--- config.mk ---
export PLATFORM = sky130hd
export DESIGN_NAME = vc_output_allocator
export DESIGN_NICKNAME = d
export VERILOG_FILES = /design/src/rtl/vc_output_allocator.sv
export SDC_FILE = /design/constraint.sdc
export NUM_CORES = 1
export LEC_CHECK = 0
export ABC_AREA = 0
export CAP_MARGIN = 25
export CORE_MARGIN = 2
export CORE_UTILIZATION = 46
export DETAILED_ROUTE_END_ITERATION = 8
export HOLD_SLACK_MARGIN = 0.08
export PLACE_DENSITY_LB_ADDON = 0.2
export SLEW_MARGIN = 20
export SYNTH_ARGS = -nofsm -noshare
export SYNTH_HDL_FRONTEND = slang
export SYNTH_SLANG_ARGS = --single-unit
--- constraint.sdc ---
create_clock -name clk -period 2.4 [get_ports clk]
set_input_delay 0.36 -clock clk [delete_from_list [all_inputs] [get_ports clk]]
set_output_delay 0.36 -clock clk [all_outputs]
set_load 0.02 [all_outputs]
--- src/rtl/vc_output_allocator.sv ---
// vc_output_allocator
//   Per (output port, VC) allocator. Arbitrates round-robin among input ports
//   whose head flit targets this output VC. It holds ownership until the tail
//   flit has been forwarded, and gates every flit on downstream credits.
//
// Ports
//   clk, reset      rising-edge clock, synchronous active-high reset
//   req_valid[P]    input p has a flit for this output VC
//   req_tail[P]     input p's current flit is a tail
//   credit_return   one-cycle pulse: downstream freed one slot
//   grant[P]        registered one-hot owner, zero when idle
//   fwd             combinational: owner's flit moves this cycle
//   fwd_port        owner index
//   occupied_o      {busy, owner index}
//   credits_o       current downstream credit count
//   err_credit      sticky: credit returned while already full
module vc_output_allocator #(
  parameter int unsigned PORTS     = 5,
  parameter int unsigned LOG_PORTS = 4,
  parameter int unsigned BUF_DEPTH = 4,
  parameter int unsigned CRED_W    = 3
) (
  input  logic                 clk,
  input  logic                 reset,
  input  logic [PORTS-1:0]     req_valid,
  input  logic [PORTS-1:0]     req_tail,
  input  logic                 credit_return,
  output logic [PORTS-1:0]     grant,
  output logic                 fwd,
  output logic [LOG_PORTS-1:0] fwd_port,
  output logic [LOG_PORTS:0]   occupied_o,
  output logic [CRED_W-1:0]    credits_o,
  output logic                 err_credit
);

  typedef enum logic {IDLE, BUSY} state_t;

  localparam logic [CRED_W-1:0]    FULL     = CRED_W'(BUF_DEPTH);
  localparam logic [LOG_PORTS-1:0] LAST_IDX = LOG_PORTS'(PORTS - 1);

  state_t               state, state_next;
  logic [PORTS-1:0]     grant_q, grant_next;
  logic [LOG_PORTS-1:0] owner, owner_next;
  logic [LOG_PORTS-1:0] rr_ptr, rr_next;
  logic [LOG_PORTS-1:0] winner;
  logic                 found;
  logic [CRED_W-1:0]    credits, credits_next;
  logic                 err, err_next;
  logic                 owner_req, owner_tail;

  // The grant register is one-hot on the owner, so masking with it selects
  // the owner's request and tail bits without a variable-width index.
  assign owner_req  = |(req_valid & grant_q);
  assign owner_tail = |(req_tail & grant_q);

  assign fwd = (state == BUSY) && owner_req && (credits != '0);

  // Round-robin search: first the ports at or above rr_ptr, then wrap to the
  // ports below it.
  always_comb begin
    winner = '0;
    found  = 1'b0;
    for (int unsigned p = 0; p < PORTS; p++) begin
      if (!found && req_valid[p] && (LOG_PORTS'(p) >= rr_ptr)) begin
        winner = LOG_PORTS'(p);
        found  = 1'b1;
      end
    end
    for (int unsigned p = 0; p < PORTS; p++) begin
      if (!found && req_valid[p] && (LOG_PORTS'(p) < rr_ptr)) begin
        winner = LOG_PORTS'(p);
        found  = 1'b1;
      end
    end
  end

  always_comb begin
    state_next   = state;
    grant_next   = grant_q;
    owner_next   = owner;
    rr_next      = rr_ptr;
    credits_next = credits;
    err_next     = err;

    case (state)
      IDLE: begin
        if (found) begin
          state_next = BUSY;
          owner_next = winner;
          grant_next = PORTS'(1) << winner;
          rr_next    = (winner == LAST_IDX) ? '0 : winner + 1'b1;
        end
      end
      BUSY: begin
        if (fwd && owner_tail) begin
          state_next = IDLE;
          grant_next = '0;
        end
      end
      default: begin
        state_next = IDLE;
        grant_next = '0;
      end
    endcase

    case ({fwd, credit_return})
      2'b10: credits_next = credits - 1'b1;
      2'b01: begin
        if (credits == FULL) begin
          err_next = 1'b1;
        end else begin
          credits_next = credits + 1'b1;
        end
      end
      default: credits_next = credits;
    endcase
  end

  always_ff @(posedge clk) begin
    if (reset) begin
      state   <= IDLE;
      grant_q <= '0;
      owner   <= '0;
      rr_ptr  <= '0;
      credits <= FULL;
      err     <= 1'b0;
    end else begin
      state   <= state_next;
      grant_q <= grant_next;
      owner   <= owner_next;
      rr_ptr  <= rr_next;
      credits <= credits_next;
      err     <= err_next;
    end
  end

  assign grant      = grant_q;
  assign fwd_port   = owner;
  assign occupied_o = {state == BUSY, owner};
  assign credits_o  = credits;
  assign err_credit = err;

endmodule

==> run summary, run 1 <==
CP Launch Type: flip-flop
Post_cts resized: 1
Multi-input logic area: 659 µm²
GRT Residual Overflow: 0
Finished Layout Cells: 203
Commonest non-fill, non-tap cell in the layout: clkdlybuf4s50_1
Yosys warns: 0
Post-synthesis async set-or-reset flop share: 0
Most frequent cells in the layout: clkdlybuf4s50_1, buf_4, dfxtp_1
Depth of the worst register-to-register path: 10
ANT cells: 0
Vias in the first global route: 979
I/O pins: 32
Util after Layout: 0.692
Final HPWL DP: 2280 µm
DP Cell Count: 199
Post-DRT Antenna Nets: 0
Layout cells sized above 1: 0.200
Max cap viols: 0
Pwr dens: 686 nW/µm²
Post-synthesis sequential area ratio: 0.312
RR Endpoint: rr_ptr[1]
Final Critical Period: 2290 ps
WP data required: 2630 ps
Endpoint class of the critical path: flip-flop
RSZ-0062 raised after global routing: false
Max rail drop VDD: 0.000519 V
Gr usage total: 0.211
RD Place Congestion: 0.839
Hold path depth: 2
Final period util: 0.956
Rows: 17
Core area: 2230 µm²
TNS Setup: 0 ps
Worst hold path class: reg2reg
Die Height: 52.7 µm
Largest net degree at the start of global routing: 12
Mean Syn Cell Area: 8.51 µm²
Worst Path Arrival: 2530 ps
Area delta synth->final: 41.8%
Cts bufs inserted: 3
CTS tree: done
Clk sink count: 17
Cells after synthesis: 128
Post-synth EDFFs: 0
Initial antenna violation count: 0
Synth Flop Type: dfxtp_1
DR vias: 1085
DP Area: 1520 µm²
# DRC: 0
Fin. max-slew vios: 0
Drt wl/cell: 13.9 µm
RR Startpoint: rr_ptr[0]
Reg area: 340 µm²
Drt first-iter violations: 16
First-pass GRT wire length: 4240 µm
Final hold violations: 0
Final net count: 194
Reported leakage power: 0.638 nW
Chip Width: 52.7 µm
Status: complete, no violations
Clk_skew: 1.07 ps
Unique masters post-synth: 42
Post-CTS Setup Bufs: 0
Clk Latency, worst-skew pair: 290 ps
Port buffer count: 29
WHS Endpoint: grant[4]
Filler instances: 196
Root buf cell: clkbuf_4
Setup CP Type: reg2reg
Die area: 2770 µm²
Clock transition at path regs: 90 ps
Longest Clk Path Bufs: 2
Crit path from: rr_ptr[0]
Initial Util: 0.488
Final WL: 2810 µm
Mapped cell area: 1090 µm²
Max FO, Critical Path: 3
CTS H-tree depth: 1
Drt pass-1 iters: 4
Max Fclk: 436 MHz
Reg-to-reg setup timing slack: 110 ps
Final Cell Area: 1550 µm²
Final setup vio count: 0
Hold_sp: grant[4]
Synthesized flop and latch total: 17
Post-CTS Hold Buffers: 0
Avg Vias per Cell: 5.34
[worst max-delay path by stage]
| stage | to | slack (ps) | depth (start not counted) |
|---|---|---|---|
| 5_1_grt | rr_ptr[1] | 9 | 10 |
| 3_5_place_dp | rr_ptr[1] | -100 | 10 |
| 4_1_cts | rr_ptr[1] | 30 | 10 |
| 2_1_floorplan | credits_o[1] | 250 | 6 |
| 3_3_place_gp | rr_ptr[1] | -30 | 10 |
| 6_report | rr_ptr[1] | 110 | 10 |
[critical path: stages (launching register included)]
cell,delay (ps)
dfxtp_1,330
or4_1,520
a21oi_1,220
o21bai_1,130
a21oi_2,250
buf_4,170
inv_1,40
ha_1,280
nor2_1,130
mux2i_1,90
nor2_1,80
[cell type report]
class / count / area share
tap: 28 / 0.0227
sequential: 17 / 0.220
timing repair buffer: 52 / 0.299
inverter: 6 / 0.0146
multi-input combinational: 96 / 0.427
clock buffer: 4 / 0.0170
[Yosys cell counts, types with 3 or more instances]
library cell	count	area, µm²
o21ai_0	3	15.0
mux2i_1	4	40.0
inv_1	6	22.5
nor2_1	14	52.6
ha_1	4	50.1
a21oi_1	14	70.1
nand2b_1	9	56.3
buf_4	6	45.0
nand3_1	3	15.0
dfxtp_1	17	340
nand2_1	10	37.5
[sequential cells by signal (all words and copies together) (netlist names)]
name and flops:
grant 5, rr_ptr 4, credits_o 3, fwd_port 3, err_credit 1, state 1
[stage by stage]
step           hold slack, ps  total power (W)  setup WS, ps
2_1_floorplan             481         0.000687           247
3_3_place_gp              476         0.000895         -32.4
3_5_place_dp              489         0.000909         -98.5
4_1_cts                   507          0.00106          34.9
5_1_grt                   526          0.00113          8.74
6_report                  504          0.00106           106
[layer usage]
metal,vias to the layer above,share of wire,GRT usage
li1,541,-,-
met1,495,0.43,0.249
met2,43,0.50,0.375
met3,6,0.049,0.0229
met4,0,0.017,0.103
met5,-,0,0
[cell families (layout without fill, tap and decap cells)]
kind of cell | count (synthesis) | in the layout | synth area share
buffers and inverters | 16 | 62 | 0.0895
flip-flops | 17 | 17 | 0.312
XOR/XNOR | 2 | 2 | 0.0161
adder cells (fa/ha/maj) | 5 | 5 | 0.0643
multiplexers | 4 | 4 | 0.0367
AO/OA/AOI/OAI | 38 | 38 | 0.265
AND/OR/NAND/NOR | 45 | 45 | 0.212
other | 1 | 2 | 0.00344
[power breakdown]
part / leakage, nW / internal (W) / total [W] / switching [W]
Combinational: 0.484 / 0.000273 / 0.000545 / 0.000272
Clock: 0.0150 / 0.0000647 / 0.000152 / 0.0000869
Sequential: 0.139 / 0.000323 / 0.000364 / 0.0000407
Power figures use the tool's default switching activity.
==> run 2: changes to the inputs <==
CORE_ASPECT_RATIO = 1.75   (was default)
==> run 2 against run 1 <==
  * Count of clock-buffer cells in the layout stayed put
  * Fmax is 3.5% higher
  * Flip-flop and latch count stayed put
  * Critical endpoint is now credits_o[2]
==> run summary, run 2 (synthesis gave the netlist of run 1 again) <==
Final hold violations: 0
Most frequent cells in the layout: clkdlybuf4s50_1, dfxtp_1, nor2_1, a21oi_1, buf_4
Post_cts resized: 1
ANT cells: 0
Clock transition at path regs: 60 ps
Cts bufs inserted: 3
Met2 wire len: 1510 µm
Routed wl met3: 93 µm
Post-DRT Antenna Nets: 0
Filler instances: 210
Clk Latency, worst-skew pair: 250 ps
Initial Util: 0.479
Root buf cell: clkbuf_8
Vias in the first global route: 1081
Clk_skew: 5.04 ps
Worst hold path class: reg2reg
Pwr dens: 722 nW/µm²
Highest routed layer: met4
Post-CTS Setup Bufs: 0
Max rail drop VDD: 0.000602 V
Max cap viols: 0
CP Launch Type: input pin
Final HPWL DP: 2170 µm
Reported leakage power: 0.610 nW
Chip Width: 40.8 µm
Fin. max-slew vios: 0
Max Fclk: 451 MHz
Final WL: 2670 µm
Final net count: 186
I/O pins: 32
Commonest non-fill, non-tap cell in the layout: clkdlybuf4s50_1
Setup CP Type: in2reg
Wire length on met1: 996 µm
Core area: 2270 µm²
Worst Path Arrival: 2360 ps
RSZ-0062 raised after global routing: false
Die area: 2790 µm²
Final period util: 0.924
Die Height: 68.4 µm
Gr usage total: 0.225
WP data required: 2540 ps
Post-CTS Hold Buffers: 0
Final setup vio count: 0
Avg Vias per Cell: 5.49
Largest net degree at the start of global routing: 16
Longest Clk Path Bufs: 2
Drt pass-1 iters: 4
Endpoint class of the critical path: flip-flop
Status: complete, no violations
Drt wl/cell: 13.9 µm
RD Place Congestion: 0.806
Max FFs per register: 5
DR vias: 1055
# DRC: 0
GRT Residual Overflow: 0
Final Critical Period: 2220 ps
CTS H-tree depth: 1
Port buffer count: 29
Reg-to-reg setup timing slack: 200 ps
First-pass GRT wire length: 4330 µm
Final Hold Slack: 490 ps
Drt first-iter violations: 53
Area delta synth->final: 38.5%
Rows: 23
Final Power: 0.00109 W
Max FO, Critical Path: 4
Layout cells sized above 1: 0.156
Clk sink count: 17
Initial antenna violation count: 0
CTS tree: done
[run 2: layout make-up]
type	count	area [µm²]	share of cell area
multi-input combinational	96	656	0.434
timing repair buffer	44	414	0.274
sequential	17	340	0.226
clock buffer	4	45.0	0.0299
tap	25	31.3	0.0207
inverter	6	22.5	0.0149
[run 2: metal layers]
metal	vias up	track usage
li1	525	-
met4	0	0.133
met1	493	0.224
met3	8	0.0292
met2	29	0.404
met5	-	0
[run 2: critical path: stages]
cell and delay (ps):
clkdlybuf4s50_1 420, a222oi_1 390, a21oi_1 180, nand2b_1 220, fa_1 380, mux2i_1 200, xnor2_1 140, nand2b_1 60
[run 2: report_power, final]
group          leakage [nW]  internal, W  switching [W]
logic                 0.448     0.000258       0.000257
clock network        0.0228     0.000118      0.0000916
registers             0.139     0.000324      0.0000413
[run 2: through the flow]
| stage | TNS [ps] | worst slack, ps | utilization | instance area, µm² | cells |
|---|---|---|---|---|---|
| after CTS | 0 | 180 | 0.664 | 1510 | 192 |
| after global routing | 0 | 3.40 | 0.664 | 1510 | 192 |
| final | 0 | 184 | 0.664 | 1510 | 192 |
| after global placement | -104 | -104 | 0.644 | 1470 | 188 |
| after floorplan | 0 | 247 | - | 1090 | 129 |
| after detailed placement | -122 | -92.3 | 0.644 | 1470 | 188 |
[run 2: final timing paths]
| check | cells past startpoint | to | start |
|---|---|---|---|
| min | 2 | fwd_port[2] | fwd_port[2] |
| max | 8 | credits_o[2] | req_valid[1] |
| min reg2reg | 2 | fwd_port[2] | fwd_port[2] |
| max reg2reg | 9 | rr_ptr[2] | rr_ptr[3] |
==> run 3: changes to the inputs <==
CORE_UTILIZATION = 48   (was 46)
CTS_BUF_LIST = sky130_fd_sc_hd__clkbuf_2 sky130_fd_sc_hd__clkbuf_4 sky130_fd_sc_hd__clkbuf_8   (was default)
==> run 3 against run 2 <==
  * Sequential power about the same
  * Setup slack worse by 5.5 ps
  * Critical path depth rose by 1
  * Core utilization rose by 4.6 points
  * Final cell count did not move
  * Clock power down 22%
  * Non-clock buffer count increased by 1
  * Worst hold slack improved by 5.7 ps
  * Global-route usage grew 1.8 points
  * Via count increased by 4.0%
  * Critical endpoint is now rr_ptr[2]
==> run summary, run 3 (synthesis gave the netlist of run 1 again) <==
Comb power frac: 0.502
Finished Layout Cells: 192
Clock transition at path regs: 100 ps
Largest net degree at the start of global routing: 16
CTS tree: done
Filler instances: 178
Clk_skew: 9.01 ps
First-pass GRT wire length: 4510 µm
Gr usage total: 0.243
Rows: 22
Post-DRT Antenna Nets: 0
DR vias: 1097
RSZ-0062 raised after global routing: false
Initial Util: 0.514
Final Critical Period: 2220 ps
GRT Residual Overflow: 0
I/O pins: 32
Post-CTS Hold Buffers: 0
Layout cells sized above 1: 0.173
Area delta synth->final: 38.0%
Worst Max-Slew Pin Slew: 505 ps
Final Power: 0.00106 W
RD Place Congestion: 0.832
Port buffer count: 29
Sw power: 0.000397 W
Die area: 2680 µm²
Drt pass-1 iters: 4
Max FFs per register: 5
Status: complete, no violations
Final hold violations: 0
Final HPWL DP: 2220 µm
Core area: 2120 µm²
CTS H-tree depth: 1
Avg Vias per Cell: 5.71
DP Cell Count: 188
Drt wl/cell: 14.8 µm
Clk sink count: 17
Fin. max-slew vios: 0
Final net count: 187
Max Fclk: 450 MHz
# DRC: 0
Final WL: 2850 µm
Final setup vio count: 0
Final Hold Slack: 496 ps
Net Sw Frac: 0.374
Max FO, Critical Path: 7
Longest Clk Path Bufs: 2
Initial antenna violation count: 0
Chip Width: 40.0 µm
Clock Power Share: 0.153
Final period util: 0.926
Max rail drop VDD: 0.000495 V
Endpoint class of the critical path: flip-flop
Post-CTS Setup Bufs: 0
Drt first-iter violations: 46
Most frequent cells in the layout: clkdlybuf4s50_1, dfxtp_1, buf_4
Commonest non-fill, non-tap cell in the layout: clkdlybuf4s50_1
Max cap viols: 0
WP data required: 2630 ps
Worst Path Arrival: 2450 ps
Die Height: 67.0 µm
Pwr dens: 706 nW/µm²
Flop pwr share: 0.345
Slew headroom: 0.662
Reported leakage power: 0.611 nW
Root buf cell: clkbuf_4
Worst hold path class: reg2reg
CP Launch Type: input pin
Cts bufs inserted: 3
Int Pwr: 0.000664 W
Vias in the first global route: 1079
ANT cells: 0
Setup CP Type: in2reg
Clk Latency, worst-skew pair: 290 ps
## run 3: cell types whose count changed in the layout (fill, tap and decap cells not counted), sizes merged
| cell | before | now |
|---|---|---|
| buf | 15 | 16 |
## run 3: timing repair
item,4_1_cts,5_1_grt
endpoints found under the hold margin,0,0
endpoints found under the setup margin,1,2
resized for setup,1,1
## run 3: final timing paths
check	start	endpoint	slack [ps]	cells past startpoint
worst max-delay path	req_valid[2]	rr_ptr[2]	180	9
worst min-delay path	fwd_port[2]	fwd_port[2]	500	2
worst max register to register	rr_ptr[3]	rr_ptr[2]	210	9
worst min register to register	fwd_port[2]	fwd_port[2]	500	2
## run 3: final cells by class
class	count	area, µm²	area share
repair buffers	45	422	0.280
clock buffers	4	30.0	0.0200
inverters	6	22.5	0.0150
multi-input cells	96	659	0.438
flip-flops and latches	17	340	0.226
well taps	24	30.0	0.0200
## run 3: critical path: stages
cell	delay [ps]
clkdlybuf4s50_1	650
a21boi_0	310
o21ai_0	180
a21oi_2	270
ha_1	200
ha_1	220
nor2_1	110
mux2i_1	80
nor2_1	80
## run 3: power groups by stage
stage	sequential, W	combinational, W	clock (W)
global route	0.000372	0.000575	0.000178
CTS	0.000366	0.000527	0.000167
finish	0.000366	0.000533	0.000162
detailed placement	0.000373	0.000525	0
floorplan	0.000401	0.000285	0
global placement	0.000370	0.000512	0
## run 3: per-stage QoR
stage	util	cell area (µm²)	setup slack [ps]	TNS [ps]
finish	0.710	1500	178	0
CTS	0.708	1500	149	0
detailed placement	0.694	1470	-127	-320
global route	0.710	1500	30.2	0
floorplan	-	1090	247	0
global placement	0.694	1470	-86.0	-136
## run 3: layer usage
metal | global-route usage | part of all wire
met5 | 0 | 0
met4 | 0.103 | 0.0077
met3 | 0.0367 | 0.051
met2 | 0.448 | 0.55
met1 | 0.245 | 0.39
